--- src/rtl/ble_tx_pkg.sv ---
// Shared constants, FSM encoding and small helpers for the BLE payload transmit chain.
package ble_tx_pkg;

    // CRC-16 generator x^16+x^12+x^5+1
    localparam logic [15:0] CRC_POLY = 16'h1021;
    localparam int CRC_BITS = 16;

    // Whitening LFSR x^7+x^4+1: width and the feedback tap that is XORed with the output bit
    localparam int WHITEN_W   = 7;
    localparam int WHITEN_TAP = 3;

    // Repetition factor of the rate-1/3 FEC
    localparam int FEC_REPEAT = 3;

    // Default QPSK constellation magnitude
    localparam logic signed [11:0] AMP_DEFAULT = 12'sd1448;

    typedef enum logic [2:0] {
        ST_IDLE    = 3'd0,
        ST_PAYLOAD = 3'd1,
        ST_CRC     = 3'd2,
        ST_PAD     = 3'd3,
        ST_DONE    = 3'd4
    } tx_state_e;

    // One step of the whitening LFSR; the output bit is s[6] before the step
    function automatic logic [WHITEN_W-1:0] whiten_step(input logic [WHITEN_W-1:0] s);
        logic [WHITEN_W-1:0] n;
        n = {s[WHITEN_W-2:0], s[WHITEN_W-1]};
        n[WHITEN_TAP+1] = s[WHITEN_TAP] ^ s[WHITEN_W-1];
        return n;
    endfunction

    // QPSK bit mapping: 0 -> +amp, 1 -> -amp
    function automatic logic signed [11:0] qpsk_map(input logic b, input logic signed [11:0] amp);
        return b ? -amp : amp;
    endfunction

endpackage

--- src/rtl/top_transmitter_bt_payload_ble_crc.sv ---
// Serial CRC-16 generator: seeded at frame start, updated per payload bit,
// then shifted out MSB first while the CRC field is transmitted.
module crc16_gen_ble
    import ble_tx_pkg::*;
(
    input  logic clk,
    input  logic rst_n,
    input  logic load_i,
    input  logic [15:0] seed_i,
    input  logic calc_i,
    input  logic bit_i,
    input  logic shift_i,
    output logic crc_msb_o
);

    logic [15:0] crc_q;
    logic [15:0] crc_d;
    logic        fb;

    // Next CRC register value: seed, polynomial update, or plain shift-out
    always_comb begin
        fb    = bit_i ^ crc_q[15];
        crc_d = crc_q;
        if (load_i) begin
            crc_d = seed_i;
        end else if (calc_i) begin
            crc_d = {crc_q[14:0], 1'b0} ^ (fb ? CRC_POLY : 16'h0000);
        end else if (shift_i) begin
            crc_d = {crc_q[14:0], 1'b0};
        end
    end

    // CRC state register
    always_ff @(posedge clk or negedge rst_n) begin
        if (!rst_n) begin
            crc_q <= '0;
        end else begin
            crc_q <= crc_d;
        end
    end

    assign crc_msb_o = crc_q[15];

endmodule

--- src/rtl/top_transmitter_bt_payload_ble.sv ---
// BLE payload transmitter: payload bits -> optional CRC-16 -> whitening ->
// optional 3x repetition FEC -> QPSK mapper. One coded bit per cycle at most.
module top_transmitter_bt_payload_ble
    import ble_tx_pkg::*;
#(
    parameter logic signed [11:0] AMP = AMP_DEFAULT
)
(
    input  logic               clk,
    input  logic               reset,
    input  logic               start,
    input  logic [15:0]        n_bits,
    input  logic [7:0]         UAP,
    input  logic [6:0]         whiten_init,
    input  logic               CRC_enable,
    input  logic               FEC_enable,
    input  logic               data_in,
    input  logic               valid_in,
    output logic               ready_in,
    output logic signed [11:0] data_out_re,
    output logic signed [11:0] data_out_im,
    output logic               valid_out,
    output logic               busy,
    output logic               finished
);

    tx_state_e           state_q;
    logic [15:0]         cnt_q;       // payload bits still to be accepted
    logic [4:0]          crc_cnt_q;   // CRC bits already taken from the generator
    logic [1:0]          rep_q;       // pending repetitions of rep_bit_q
    logic                rep_bit_q;
    logic                fec_q;
    logic                crc_en_q;
    logic [WHITEN_W-1:0] lfsr_q;
    logic                busy_q;
    logic                fin_q;

    logic                half_q;      // first bit of a pair is waiting for its partner
    logic                ibit_q;
    logic signed [11:0]  re_q;
    logic signed [11:0]  im_q;
    logic                vld_q;

    logic in_stream;
    logic new_raw;
    logic new_wbit;
    logic take_new;
    logic seg_last;
    logic emit_vld;
    logic emit_bit;
    logic crc_msb;
    logic frame_start;

    assign frame_start = (state_q == ST_IDLE) && start;

    // Select which coded bit (if any) enters the mapper this cycle
    always_comb begin
        in_stream = (state_q == ST_PAYLOAD) || (state_q == ST_CRC);
        new_raw   = (state_q == ST_CRC) ? crc_msb : data_in;
        new_wbit  = new_raw ^ lfsr_q[WHITEN_W-1];
        take_new  = 1'b0;
        seg_last  = 1'b0;
        if (state_q == ST_PAYLOAD) begin
            take_new = (rep_q == 2'd0) && (cnt_q != 16'd0) && valid_in;
            seg_last = (take_new && !fec_q && (cnt_q == 16'd1)) ||
                       ((rep_q == 2'd1) && (cnt_q == 16'd0));
        end else if (state_q == ST_CRC) begin
            take_new = (rep_q == 2'd0) && (crc_cnt_q != 5'(CRC_BITS));
            seg_last = (take_new && !fec_q && (crc_cnt_q == 5'(CRC_BITS - 1))) ||
                       ((rep_q == 2'd1) && (crc_cnt_q == 5'(CRC_BITS)));
        end
        emit_vld = take_new || (in_stream && (rep_q != 2'd0)) || ((state_q == ST_PAD) && half_q);
        if (take_new) begin
            emit_bit = new_wbit;
        end else if (in_stream && (rep_q != 2'd0)) begin
            emit_bit = rep_bit_q;
        end else begin
            emit_bit = 1'b0;
        end
    end

    // Source may only hand over a bit while the repetition slot is empty
    assign ready_in = (state_q == ST_PAYLOAD) && (rep_q == 2'd0) && (cnt_q != 16'd0);

    crc16_gen_ble u_crc (
        .clk       (clk),
        .rst_n     (reset),
        .load_i    (frame_start),
        .seed_i    ({8'h00, UAP}),
        .calc_i    ((state_q == ST_PAYLOAD) && take_new),
        .bit_i     (data_in),
        .shift_i   ((state_q == ST_CRC) && take_new),
        .crc_msb_o (crc_msb)
    );

    // Frame sequencing, whitening LFSR, FEC repetition and the finished pulse
    always_ff @(posedge clk or negedge reset) begin
        if (!reset) begin
            state_q   <= ST_IDLE;
            cnt_q     <= '0;
            crc_cnt_q <= '0;
            rep_q     <= '0;
            rep_bit_q <= 1'b0;
            fec_q     <= 1'b0;
            crc_en_q  <= 1'b0;
            lfsr_q    <= '0;
            busy_q    <= 1'b0;
            fin_q     <= 1'b0;
        end else begin
            fin_q <= 1'b0;
            if (take_new) begin
                lfsr_q <= whiten_step(lfsr_q);
                if (fec_q) begin
                    rep_q     <= 2'(FEC_REPEAT - 1);
                    rep_bit_q <= new_wbit;
                end
            end else if (in_stream && (rep_q != 2'd0)) begin
                rep_q <= rep_q - 2'd1;
            end

            case (state_q)
                ST_IDLE: begin
                    if (start) begin
                        fec_q     <= FEC_enable;
                        crc_en_q  <= CRC_enable;
                        cnt_q     <= n_bits;
                        lfsr_q    <= whiten_init;
                        crc_cnt_q <= '0;
                        rep_q     <= '0;
                        busy_q    <= 1'b1;
                        if (n_bits != 16'd0) begin
                            state_q <= ST_PAYLOAD;
                        end else if (CRC_enable) begin
                            state_q <= ST_CRC;
                        end else begin
                            // Empty frame: finished follows start directly
                            state_q <= ST_DONE;
                            fin_q   <= 1'b1;
                        end
                    end
                end
                ST_PAYLOAD: begin
                    if (take_new) begin
                        cnt_q <= cnt_q - 16'd1;
                    end
                    if (seg_last) begin
                        state_q <= crc_en_q ? ST_CRC : ST_PAD;
                    end
                end
                ST_CRC: begin
                    if (take_new) begin
                        crc_cnt_q <= crc_cnt_q + 5'd1;
                    end
                    if (seg_last) begin
                        state_q <= ST_PAD;
                    end
                end
                ST_PAD: begin
                    // Without a pad bit the last symbol is on the output now,
                    // so finished must come next cycle rather than after DONE.
                    state_q <= ST_DONE;
                    if (!half_q) begin
                        fin_q <= 1'b1;
                    end
                end
                ST_DONE: begin
                    state_q <= ST_IDLE;
                    busy_q  <= 1'b0;
                    if (!fin_q) begin
                        fin_q <= 1'b1;
                    end
                end
                default: begin
                    state_q <= ST_IDLE;
                    busy_q  <= 1'b0;
                end
            endcase
        end
    end

    // QPSK mapper: pair coded bits into I/Q and present each symbol for one cycle
    always_ff @(posedge clk or negedge reset) begin
        if (!reset) begin
            half_q <= 1'b0;
            ibit_q <= 1'b0;
            re_q   <= '0;
            im_q   <= '0;
            vld_q  <= 1'b0;
        end else begin
            vld_q <= 1'b0;
            if (frame_start) begin
                half_q <= 1'b0;
            end else if (emit_vld) begin
                if (!half_q) begin
                    ibit_q <= emit_bit;
                    half_q <= 1'b1;
                end else begin
                    re_q   <= qpsk_map(ibit_q, AMP);
                    im_q   <= qpsk_map(emit_bit, AMP);
                    vld_q  <= 1'b1;
                    half_q <= 1'b0;
                end
            end
        end
    end

    assign data_out_re = re_q;
    assign data_out_im = im_q;
    assign valid_out   = vld_q;
    assign busy        = busy_q;
    assign finished    = fin_q;

endmodule

--- config.mk ---
export PLATFORM = sky130hd
export DESIGN_NAME = top_transmitter_bt_payload_ble
export DESIGN_NICKNAME = d
export VERILOG_FILES = /design/src/rtl/ble_tx_pkg.sv /design/src/rtl/top_transmitter_bt_payload_ble_crc.sv /design/src/rtl/top_transmitter_bt_payload_ble.sv
export SDC_FILE = /design/constraint.sdc
export NUM_CORES = 1
export LEC_CHECK = 0
export CORE_AREA = 4 4 109 80
export DETAILED_ROUTE_END_ITERATION = 6
export DIE_AREA = 0 0 113 84
export PLACE_DENSITY = 0.75
export SYNTH_ARGS = -nofsm -noshare
export SYNTH_HDL_FRONTEND = slang
export SYNTH_SLANG_ARGS = --single-unit
--- constraint.sdc ---
create_clock -name clk -period 2.1 [get_ports clk]
set_input_delay 0.42 -clock clk [delete_from_list [all_inputs] [get_ports clk]]
set_output_delay 0.42 -clock clk [all_outputs]
set_load 0.1 [all_outputs]
* Word level (Yosys, flattened, before mapping)
Cells that the tools add are included.
** Cells by class
- Add/sub/neg operators :: 3
- Eq/ne operators :: 14
- Mux-type cells :: 47
- Bitwise gates (word level) :: 7
- Reductions and logical operators :: 41
** Operator list (count)
- $mux 16 :: 5
- $pmux 16 s2 :: 1
- $reduce_bool 16->1 :: 2
- $mux 12 :: 2
- $mux 7 :: 3
- $mux 1 :: 19
- $eq 16x1->1 const B :: 1
- $logic_and 1x1->1 :: 16
- $logic_not 16->1 :: 1
- $sub 16x1->16 const B :: 1
- $xor 16x16->16 :: 1
- $mux 3 :: 5
- $reduce_and 3->1 :: 5
- $mux 13 :: 1
- $pmux 3 s4 :: 1
- $mux 2 :: 5
- $mux 5 :: 2
- $ne 2x2->1 const B :: 5
- $pmux 5 s2 :: 1
- $reduce_bool 2->1 :: 4
- $eq 3x2->1 const B :: 2
- $reduce_and 2->1 :: 3
- $add 5x1->5 const B :: 1
- $eq 5x4->1 const B :: 1
- other kinds (16) :: 24
** Word-level totals
- Bits in registers :: 81
- Bits of input ports :: 38
- Logic and storage cells :: 128

* Depth between registers and ports, before layout
- Depth in word-level cells :: 9
- Mapped depth :: 9
- Depth with buffers taken out :: 7

* Modules after synthesis
A second synthesis with hierarchy kept.
** Unflattened totals
- Cells, all modules :: 389
- Area total of the unflattened synthesis :: 3699.8 µm²
** By module, submodules not included
- top_transmitter_bt_payload_ble :: instances 1, cells each 312, area an instance 2889.0 µm², sequential area each 1151.1 µm²
- crc16_gen_ble :: instances 1, cells each 77, area an instance 810.8 µm², sequential area each 400.4 µm²

* Least setup slack after synthesis
Ideal clock, no wire load.
- Kind :: register to output
- From :: reg state_q[0]
- To :: out ready_in
- Data arrival time :: 3679 ps
- Required time :: 1680 ps
- Slack :: -1999 ps
- Stages on the path, launching flop included :: 6
- Buffers on the path :: 3
- Cells stage by stage :: dfrtp_1 clkbuf_1 or3b_2 clkbuf_1 clkbuf_1 a211oi_1
** Between the ends
- Longest elaborated chain between the ends :: 3
** Ends and longest elaborated chain
- start, declared :: RTL line top_transmitter_bt_payload_ble.sv:27 : tx_state_e state_q;
- start signal, assigned :: RTL line top_transmitter_bt_payload_ble.sv:147 : state_q <= crc_en_q ? ST_CRC : ST_PAD;
- $eq 3x1->1 :: RTL line top_transmitter_bt_payload_ble.sv:83 : assign ready_in = (state_q == ST_PAYLOAD) && (rep_q == 2'd0) && (cnt_q != 16'd0);
- $logic_and 1x1->1 (2 in a row) :: RTL line top_transmitter_bt_payload_ble.sv:83
- end, declared :: RTL line top_transmitter_bt_payload_ble.sv:19 : output logic ready_in,
Every way passes these cells.

* Final worst setup path
- From :: reg cnt_q[1]
- To :: out ready_in
** Between the ends
- Longest elaborated chain between the ends :: 2
** Ends and longest elaborated chain
- start, declared :: RTL line top_transmitter_bt_payload_ble.sv:28 : logic [15:0] cnt_q;
- start signal, assigned :: RTL line top_transmitter_bt_payload_ble.sv:126 : cnt_q <= n_bits;
- start signal, assigned :: RTL line top_transmitter_bt_payload_ble.sv:144 : cnt_q <= cnt_q - 16'd1;
- $reduce_bool 16->1 :: RTL line top_transmitter_bt_payload_ble.sv:83
- $logic_and 1x1->1 :: RTL line top_transmitter_bt_payload_ble.sv:83
Every way passes these cells.

==> results.py <==
metrics = {
    "synth": {
        "synth_edf_count": 0,
        "synth_top_family_by_area": "compound AO/OA/AOI/OAI gates",
        "synthMuxAreaShare_pct": 2.096,
        "synth-xor-area-share_pct": 1.712,
        "synth_compound_area_share_pct": 22.89,
        "netlist.area_leader.share_pct": 43.33,
        "yosys.area_share.simple_pct": 18.48,
        "synth_top_cells_by_area": "dfrtp_1 43%, o21ai_0 4.2%, buf_4 4.0%, nand2_1 2.8%, a21oi_1 2.8%",
        "yosys_warnings": 0,
        "synthAdderAreaFrac_pct": 2.446,
        "ys_types": 60,
        "avgSynthCellArea_sq_um": 9.424,
        "async_flop_share_pct": 100.0,
        "synthCells": 380,
        "synth_top_cell_by_area": "dfrtp_1",
        "synthFlopType": "dfrtp_1",
        "synth-seq-area-share_pct": 43.33,
        "ys_ff_latch": 62,
        "synthesis.area_sq_um": 3581,
    },
    "power": {
        "power.density_nw_per_um2": 1645,
        "p_leak_nw": 2.274,
        "vdd_drop_max_uv": 1329,
    },
    "die": {
        "row_count": 27,
        "die_w_microns": 113,
        "core_sq_um": 7669,
        "dieHeight_microns": 84,
        "pin_count": 66,
        "die-area_sq_um": 9492,
        "initial_core_util_pct": 46.70,
    },
    "grt": {
        "grt_antenna_before_repair": 0,
        "grt_usage_pct": 20.97,
        "overflow": 0,
        "grt_util_met3_pct": 5.000,
        "grt_util_met2_pct": 32.90,
        "grt_pass1_wl_microns": 16240,
        "grt.met1_usage_pct": 29.39,
        "grt_start_max_net_pins": 35,
        "grt_pass1_vias": 3307,
        "top_usage_layer": "met2",
    },
    "cts": {
        "cts_made_buffers": 9,
        "cts.sinks": 62,
        "htree_levels": 3,
        "path_clk_slew_ns": 0.07,
        "cts_tree": "built",
        "clock-root-buffer": "clkbuf_8",
        "clock_latency_ns": 0.34,
        "clock_path_buffers": 2,
    },
    "finish": {
        "syn_to_final_growth_pct": 45.74,
        "mostFrequentLayoutCells": "77 x buf_4, 62 x dfrtp_1, 36 x clkdlybuf4s50_1",
        "n_antenna_cell": 0,
        "num-fill-cells": 561,
        "final_common_cell": "buf_4",
        "finalNetCount": 531,
        "drive_gt1_share_pct": 36.25,
    },
    "critical_path": {
        "critPathRequiredTime_ns": 1.68,
        "r2r_setup_slack_ns": -0.20,
        "r2r-end": "data_out_re[9]$_DFFE_PN0P_",
        "start_kind": "flop",
        "worstPathArrival_ns": 2.14,
        "crit_type": "flop to output pin",
        "reg2reg_from": "cnt_q[1]$_DFFE_PN0P_",
        "rr_worst_depth": 9,
        "cp_max_fo": 2,
        "end_kind": "output pin",
    },
    "sta": {
        "setup_tns_ns": -3.979,
        "setup_slack_ns": -0.4591,
        "hold_violations": 5,
        "holdWs_ns": -0.002197,
        "period_share_pct": 121.9,
        "max_freq_mhz": 390.8,
        "rsz0062_at_grt": "true",
        "finalSetupViolCount": 43,
        "fin_skew_ns": 0.007845,
        "period_needed_ns": 2.559,
        "finalMaxSlewViolations": 0,
    },
    "routing": {
        "first_iter_violations": 180,
        "routed_via_density": 5.785,
        "drcViolationCount": 0,
        "first_pass_iters": 5,
        "num_vias": 3425,
        "final_antenna_net_count": 0,
        "totalWireLength_microns": 10870,
        "routedWlPerCell_microns": 18.35,
    },
    "placed_design": {
        "gp_congestion": 0.8813,
        "dp_hpwl_microns": 6883,
        "portBuffers": 59,
    },
    "hold_path": {
        "hold_class": "input port to asynchronous set/reset pin",
    },
    "outcome": {
        "violations": "negative hold slack, negative setup slack",
        "run_status": "complete, but fails checks",
    },
    "job": {
        "drv_cap": 0,
    },
}
==> synthesized netlist by cell type, types with 4 or more instances <==
cell type  count
inv_1         13
dfrtp_1       62
o221a_2        6
nand2_1       27
o22a_1         4
xor2_1         4
clkbuf_1      22
ha_1           7
o21ai_0       30
a22oi_1       10
and3_1         9
nor4_1         9
o2bb2ai_1     11
nand3_1        8
o22ai_1        8
buf_4         19
a221o_1        7
nor2_1        24
a21oi_1       20
nand2b_1       6
nor3_1        10
==> metal layers <==
metal	wire length, microns	share of wire, %	vias up
li1	-	-	1586
met1	4609	42	1666
met2	5197	48	156
met3	904	8.3	17
met4	154	1.4	0
met5	0	0	-
==> worst max path at each step <==
stage	cells after the start	slack [ns]	start	endpoint
2_1_floorplan	5	-0.38	state_q[1]$_DFFE_PN0P_	ready_in
3_3_place_gp	7	-0.22	cnt_q[1]$_DFFE_PN0P_	ready_in
3_5_place_dp	7	-0.25	cnt_q[1]$_DFFE_PN0P_	ready_in
4_1_cts	7	-0.51	cnt_q[1]$_DFFE_PN0P_	ready_in
5_1_grt	7	-0.54	cnt_q[1]$_DFFE_PN0P_	ready_in
6_report	7	-0.46	cnt_q[1]$_DFFE_PN0P_	ready_in
==> cell type report <==
class / instances / area (sq um) / area share, %
Timing Repair Buffer: 136 / 1231 / 23.59
Clock buffer: 13 / 168.9 / 3.237
Inverter: 13 / 48.80 / 0.9350
Sequential cell: 62 / 1551 / 29.73
Multi-Input combinational cell: 264 / 2074 / 39.75
Clock inverter: 3 / 17.52 / 0.3357
Tap cell: 101 / 126.4 / 2.421
==> cell families (layout without fill, tap and decap cells) <==
group | Yosys count | count (layout)
XOR/XNOR | 7 | 7
multiplexers | 6 | 6
buffers and inverters | 60 | 165
adder cells (fa/ha/maj) | 7 | 7
AND/OR/NAND/NOR | 120 | 121
flip-flops | 62 | 62
AO/OA/AOI/OAI | 117 | 117
other | 1 | 6
==> critical path, stage by stage, from the launching register on <==
cell	delay (ns)
dfrtp_1	0.40
inv_2	0.09
ha_4	0.13
or3b_4	0.38
or3_4	0.36
nor3_4	0.17
a211oi_4	0.10
buf_12	0.17
==> state kept, by name, summed over array words and instances (netlist names) <==
| name | count |
|---|---|
| fec_q | 1 |
| data_out_im | 2 |
| lfsr_q | 7 |
| u_crc.crc_q | 16 |
| state_q | 3 |
| half_q | 1 |
| rep_q | 2 |
| finished | 1 |
| cnt_q | 16 |
| busy | 1 |
| data_out_re | 3 |
| rep_bit_q | 1 |
| crc_en_q | 1 |
| crc_cnt_q | 5 |
| ibit_q | 1 |
| valid_out | 1 |
==> metrics by stage <==
| step | total power (W) | worst slack (ns) | instances | util (%) | area [sq um] |
|---|---|---|---|---|---|
| 3_3_place_gp | 0.006632 | -0.2207 | 560 | 58.93 | 4519 |
| 6_report | 0.008583 | -0.4591 | 592 | 68.05 | 5219 |
| 2_1_floorplan | 0.005511 | -0.3760 | 385 | - | 3691 |
| 5_1_grt | 0.009078 | -0.5366 | 592 | 68.05 | 5219 |
| 3_5_place_dp | 0.006745 | -0.2456 | 560 | 58.93 | 4519 |
| 4_1_cts | 0.007918 | -0.5121 | 582 | 62.93 | 4826 |
==> timing repair <==
action                     in CTS  in global routing
pin swaps                       9                 38
hold buffers                    0                  0
resized for setup              19                 72
gates cloned                    0                  2
buffers inserted                7                 10
setup endpoints to repair      36                 47
==> where the power goes <==
group          internal [W]  switching [W]  total, W
clock network      0.000522       0.000470  0.000992
registers           0.00172       0.000389   0.00211
logic               0.00221        0.00327   0.00548
total               0.00445        0.00413   0.00858
Note: power is estimated with default switching activity, not from simulation.
